<file path="config.mk">
export PLATFORM = sky130hd
export DESIGN_NAME = instr_fetch
export DESIGN_NICKNAME = d
export VERILOG_FILES = /design/src/rtl/fetch_pkg.sv /design/src/rtl/ret_addr_stack.sv /design/src/rtl/instr_fetch.sv
export SDC_FILE = /design/constraint.sdc
export NUM_CORES = 1
export LEC_CHECK = 0
export ABC_AREA = 1
export CORE_MARGIN = 5
export CORE_UTILIZATION = 50
export CTS_CLUSTER_SIZE = 10
export DETAILED_ROUTE_END_ITERATION = 8
export GPL_TIMING_DRIVEN = 1
export HOLD_SLACK_MARGIN = 0.15
export MAX_ROUTING_LAYER = met4
export PLACE_DENSITY = 0.9
export RECOVER_POWER = 100
export SYNTH_ARGS = -nofsm -noshare
export SYNTH_HDL_FRONTEND = slang
export SYNTH_HIERARCHICAL = 1
export SYNTH_SLANG_ARGS = --single-unit
</file>
<file path="constraint.sdc">
create_clock -name Clock -period 2.99 [get_ports Clock]
set_clock_uncertainty 0.05 [all_clocks]
set_input_delay 0.7475 -clock Clock [delete_from_list [all_inputs] [get_ports Clock]]
set_output_delay 0.7475 -clock Clock [all_outputs]
set_load 0.005 [all_outputs]
</file>
<file path="src/rtl/fetch_pkg.sv">
// Shared types and defaults for the instruction fetch unit.
// Optional perf counters in instr_fetch are enabled by defining INSTR_FETCH_PERF_EN.
package fetch_pkg;
  localparam int              FETCH_ADDR_W       = 8;
  localparam int              FETCH_INSTR_W      = 8;
  localparam int              FETCH_RAS_DEPTH    = 4;
  localparam logic [7:0]      FETCH_RESET_VECTOR = 8'h00;

  typedef enum logic [1:0] {
    ST_BOOT = 2'd0,
    ST_RUN  = 2'd1,
    ST_HALT = 2'd2
  } fetch_state_e;
endpackage

</file>
<file path="src/rtl/ret_addr_stack.sv">
// Circular return-address LIFO; a push onto a full stack silently replaces the oldest entry.
module ret_addr_stack #(
  parameter int DEPTH = 4,
  parameter int W     = 8
) (
  input  logic                       Clock,
  input  logic                       Reset,
  input  logic                       Push,
  input  logic                       Pop,
  input  logic [W-1:0]               PushData,
  output logic [W-1:0]               Top,
  output logic [$clog2(DEPTH):0]     Count,
  output logic                       Full,
  output logic                       Empty
);
  localparam int PTR_W = $clog2(DEPTH);

  logic [W-1:0]     mem [DEPTH];
  logic [PTR_W-1:0] wr_ptr;
  logic [PTR_W-1:0] top_idx;

  // wr_ptr is the next free slot; when full it also points at the oldest entry.
  assign top_idx = wr_ptr - PTR_W'(1);
  assign Top     = mem[top_idx];
  assign Full    = (Count == ($clog2(DEPTH) + 1)'(DEPTH));
  assign Empty   = (Count == '0);

  always_ff @(posedge Clock) begin
    if (Reset) begin
      wr_ptr <= '0;
      Count  <= '0;
    end else if (Push) begin
      mem[wr_ptr] <= PushData;
      wr_ptr      <= wr_ptr + PTR_W'(1);
      if (!Full) Count <= Count + 1'b1;
    end else if (Pop && !Empty) begin
      wr_ptr <= top_idx;
      Count  <= Count - 1'b1;
    end
  end
endmodule

</file>
<file path="src/rtl/instr_fetch.sv">
// Fetch unit: owns the PC, drives the 1-cycle ROM, handles stall/jump/call/return/halt.
// Define INSTR_FETCH_PERF_EN to add the FetchCount/StallCount performance counters.
module instr_fetch
  import fetch_pkg::*;
#(
  parameter int                ADDR_W       = FETCH_ADDR_W,
  parameter int                INSTR_W      = FETCH_INSTR_W,
  parameter int                RAS_DEPTH    = FETCH_RAS_DEPTH,
  parameter logic [ADDR_W-1:0] RESET_VECTOR = ADDR_W'(FETCH_RESET_VECTOR)
) (
  input  logic                        Clock,
  input  logic                        Reset,
  input  logic [INSTR_W-1:0]          Instruction,
  output logic [ADDR_W-1:0]           Address,
  output logic [INSTR_W-1:0]          InstrOut,
  output logic [ADDR_W-1:0]           PcOut,
  output logic                        Valid,
  input  logic                        Stall,
  input  logic                        Jump,
  input  logic                        Call,
  input  logic                        Return,
  input  logic [ADDR_W-1:0]           Target,
  input  logic                        HaltReq,
  output logic                        Halted,
  output logic                        StackOverflow,
  output logic                        StackUnderflow,
  output fetch_state_e                DebugState,
  output logic [$clog2(RAS_DEPTH):0]  DebugRasCount
`ifdef INSTR_FETCH_PERF_EN
  ,
  output logic [15:0]                 FetchCount,
  output logic [15:0]                 StallCount
`endif
);
  fetch_state_e state, state_next;
  logic [ADDR_W-1:0] ras_top;
  logic ras_push, ras_pop, ras_full, ras_empty;
  logic set_ovf, set_unf;

  // Valid qualifies InstrOut/PcOut every cycle; there is no ready, Stall is the only back-pressure.
  assign InstrOut   = Instruction;
  assign Valid      = (state == ST_RUN);
  assign Halted     = (state == ST_HALT);
  assign DebugState = state;

  ret_addr_stack #(.DEPTH(RAS_DEPTH), .W(ADDR_W)) u_ras (
    .Clock    (Clock),
    .Reset    (Reset),
    .Push     (ras_push),
    .Pop      (ras_pop),
    .PushData (PcOut + ADDR_W'(1)),
    .Top      (ras_top),
    .Count    (DebugRasCount),
    .Full     (ras_full),
    .Empty    (ras_empty)
  );

  // Address is the next PC; holding it at PcOut re-reads the current instruction.
  always_comb begin
    state_next = state;
    Address    = PcOut;
    ras_push   = 1'b0;
    ras_pop    = 1'b0;
    set_ovf    = 1'b0;
    set_unf    = 1'b0;
    unique case (state)
      ST_BOOT: begin
        Address    = RESET_VECTOR;
        state_next = ST_RUN;
      end
      ST_RUN: begin
        if (HaltReq) begin
          state_next = ST_HALT;
        end else if (Stall) begin
          Address = PcOut;
        end else if (Return) begin
          if (ras_empty) begin
            set_unf    = 1'b1;
            state_next = ST_HALT;
          end else begin
            Address = ras_top;
            ras_pop = 1'b1;
          end
        end else if (Call) begin
          ras_push = 1'b1;
          set_ovf  = ras_full;
          Address  = Target;
        end else if (Jump) begin
          Address = Target;
        end else begin
          Address = PcOut + ADDR_W'(1);
        end
      end
      default: begin
        state_next = state;
      end
    endcase
  end

  always_ff @(posedge Clock) begin
    if (Reset) begin
      state          <= ST_BOOT;
      PcOut          <= RESET_VECTOR;
      StackOverflow  <= 1'b0;
      StackUnderflow <= 1'b0;
    end else begin
      state          <= state_next;
      PcOut          <= Address;
      StackOverflow  <= StackOverflow | set_ovf;
      StackUnderflow <= StackUnderflow | set_unf;
    end
  end

`ifdef INSTR_FETCH_PERF_EN
  always_ff @(posedge Clock) begin
    if (Reset) begin
      FetchCount <= '0;
      StallCount <= '0;
    end else if (state == ST_RUN) begin
      if (Stall) begin
        if (StallCount != 16'hFFFF) StallCount <= StallCount + 16'd1;
      end else begin
        if (FetchCount != 16'hFFFF) FetchCount <= FetchCount + 16'd1;
      end
    end
  end
`endif
endmodule

</file>
==> results.md <==
* RSZ-0062 raised after global routing: true
* Final Max Slew Viols at 0
* Post-synth net total at 338
* DRC Markers at 0
* Initial Util at 51.1%
* FMAX at about 340 MHz
* TritonRoute pass-1 iters at 4
* Pwr/cell area at between 300 and 400 nW/µm²
* Ratio of cells with drive above 1 in the final layout at between 10% and 20%
* Die area at roughly 6700 µm²
* Nets at roughly 400
* First-pass GRT wire length at about 10000 µm
* Yosys reg bits at slightly below 50
* Syn Inst Count at just over 300
* Crit path cell chain: dlygate4sd2_1, nor2_4, clkinvlp_4, buf_6, a21oi_1, o21ai_1, nand2_1, nand2_1, nand2_2, nand2_1, dlygate4sd2_1
* Setup CP Type: input pin to output pin
* DR vias at 2294
* CTS tree: built
* # placed instances at approximately 430
* Worst R2R Start: DebugState[1]$_SDFFE_PP0P_
* WP depth at 11
* Post-synthesis sequential area ratio at between 50% and 60%
* Final setup margin at just under 0.07 ns
* Synth unique cells at 31
* Actual slew at the worst max-slew pin at approximately 0.52 ns
* Vias in the first global route at 2268
* Synth top area share at 37.0%
* Final core utilization at around 64%
* Worst Path Required at 2.19 ns
* Outcome: finished clean
* Worst Path Max Fanout at 4
* I/O pin cnt at 56
* Total chip power at around 1.3 mW
* Pre-CTS setup slack at -0.410 ns
* Maximum VDD drop at roughly 0.00031 V
* WL final at 6280 µm
* Hold_buf cts at 0
* Row count at 26
* Post-DP HPWL at between 4000 and 5000 µm
* Chip height at 82.0 µm
* GRT overflow at 0
* Area contributors post-synth: edfxtp_1 (37%), dfxtp_1 (13%), nand2_1 (11%)
* Tcrit/Tclk final at between 90% and 100%
* Die W at roughly 82 µm
* Slowest cell on the critical path: dlygate4sd2_1
* ANT cells at 0
* CP bufs+invs at 4
* Syn Area/Cell at roughly 8.4 µm²
* Final TNS setup at 0 ns
* R2R Path End: u_ras/mem[3][2]$_DFFE_PP_
* Initial antenna violation count at 0
* Clock Path Buffers at 2
* Slew margin rel. at around 65%
* Number of port buffers at 39
* Area growth syn-to-layout at 26.1%
* CORE AREA at 5070 µm²
* Initial DRC Count at about 160
* Crit path launch: Jump
* Pleak at between 1 and 1.5 nW
* Area of the mapped netlist at between 2000 and 3000 µm²
* Later-pin clock latency in the skew report at 0.30 ns
* Cts bufs inserted at 5
* Leading area contributor after synthesis: edfxtp_1
* Non-Filler Instances at 441
* Ys async rst share at 0%
* Reg2Reg Depth at 9
* Worst setup SP type: input pin
* Commonest cells post-synth: nand2_1 (73), nor2_1 (40), edfxtp_1 (32), inv_1 (26), a21oi_1 (20)
* Largest net degree at the start of global routing at 20
* Crit path max-delay family: buffers and inverters
* Clk sink count at 49
* Endpoint type of the worst setup path: output pin
* Period minus WS final at about 2.9 ns
* YS warnings at 6
* Max cap viols at 0
* Crit path top cell by count: nand2_1
* FILL cells at 424
* Crit path DAT at 2.12 ns
* Vias/cell at between 5 and 6
* CP max stage delay at 0.26 ns
* Per-cell routed wire length at ~14 µm
* Final Wtd Congestion at roughly 0.84
* CTS clock-pin slew for the worst setup and hold paths at roughly 0.090 ns
* Flop2flop setup slack at approximately 0.53 ns
* Endpoints failing hold at 0
* Post-synth EDFFs at 32
* Crit path capture: Address[3]
* Final setup viols at 0
* Ys flop type: edfxtp_1
* Routed Antenna Nets at 0
* Min-delay worst type: register to register
* CTS H-tree depth at 2
* Total GRT Usage at between 20% and 30%
* Most numerous cell in the Yosys netlist: nand2_1
* Root Buffer: clkbuf_8
[what timing repair did]
item,in CTS,in global routing
pin swaps,6,7
gates cloned,1,0
setup endpoints to repair,8,7
setup buffers,3,3
gates resized for setup,23,23
[state kept, by name (all words and copies together), names as in the netlist]
signal,count
DebugState,2
PcOut,8
StackUnderflow,1
StackOverflow,1
u_ras/mem,32
u_ras/wr_ptr,2
u_ras/Count,3
[logic make-up after synthesis]
family	count (synthesis)	share of synthesized area, %
DFF	49	50.1
adders and majority gates	6	3.18
and+or+nand+nor	147	24.5
xor gates and xnor gates	2	0.675
AOI/OAI and AO/OA	57	12.2
buffers and inverters	48	9.35
[placed cells by master (no fill, tap or decap), types with 2 or more instances in the layout]
cell,n
a21oi_1,17
a21oi_2,5
and2_0,3
buf_4,19
buf_6,4
clkbuf_1,7
clkbuf_2,2
clkbuf_8,5
clkdlybuf4s15_1,2
clkdlybuf4s50_1,12
clkinv_1,2
dfxtp_1,15
dfxtp_2,2
dlygate4sd2_1,7
dlygate4sd3_1,14
edfxtp_1,32
ha_1,4
inv_1,25
inv_2,7
nand2_1,73
nand2_2,3
nand3_1,16
nor2_1,40
o21ai_0,17
o21ai_1,6
o21bai_1,2
o22ai_1,7
or2_0,4
or2_2,2
xor2_1,2
[layer usage]
layer | routed length (µm) | part of all wire, % | up-vias | global-route usage, %
met3 | 391 | 6.2 | 18 | 5.04
met5 | 0 | 0 | - | -
met4 | 182 | 2.9 | 0 | 9.47
met1 | 2510 | 40 | 1042 | 24.7
li1 | - | - | 1123 | -
met2 | 3200 | 51 | 111 | 34.5
[worst register-to-register path: cells and delay by family (launching register included)]
| kind | cells | cell delay, ns |
|---|---|---|
| buffers and inverters | 4 | 0.94 |
| flip-flops | 1 | 0.44 |
| AND/OR/NAND/NOR | 5 | 0.67 |
[cell type report]
| cell class | count | area [µm²] | area share, % |
|---|---|---|---|
| Timing Repair inverter | 1 | 7.51 | 0.229 |
| Timing Repair Buffer | 68 | 578 | 17.7 |
| Clock buffer | 5 | 68.8 | 2.10 |
| Multi-Input combinational cell | 212 | 1090 | 33.3 |
| Clock inverter | 3 | 12.5 | 0.382 |
| Sequential cell | 49 | 1300 | 39.8 |
| Tap cell | 70 | 87.6 | 2.68 |
| Inverter | 33 | 126 | 3.86 |
[power by group]
part           internal [mW]  switching [mW]
Combinational         0.0818          0.0893
Sequential             0.724          0.0119
Clock                  0.158           0.202
[through the flow]
stage	area [µm²]	hold slack, ns
2_1_floorplan	2590	0.410
3_3_place_gp	3130	0.401
3_5_place_dp	3130	0.411
4_1_cts	3250	0.431
5_1_grt	3270	0.476
6_report	3270	0.422
[worst min path at each step]
stage | start | endpoint | slack (ns) | depth (start not counted)
2_1_floorplan | StackOverflow$_SDFF_PP0_ | StackOverflow$_SDFF_PP0_ | 0.41 | 2
3_3_place_gp | StackOverflow$_SDFF_PP0_ | StackOverflow$_SDFF_PP0_ | 0.40 | 2
3_5_place_dp | StackOverflow$_SDFF_PP0_ | StackOverflow$_SDFF_PP0_ | 0.41 | 2
4_1_cts | StackOverflow$_SDFF_PP0_ | StackOverflow$_SDFF_PP0_ | 0.43 | 2
5_1_grt | StackOverflow$_SDFF_PP0_ | StackOverflow$_SDFF_PP0_ | 0.48 | 2
6_report | StackOverflow$_SDFF_PP0_ | StackOverflow$_SDFF_PP0_ | 0.42 | 2
Power figures use the tool's default switching activity.
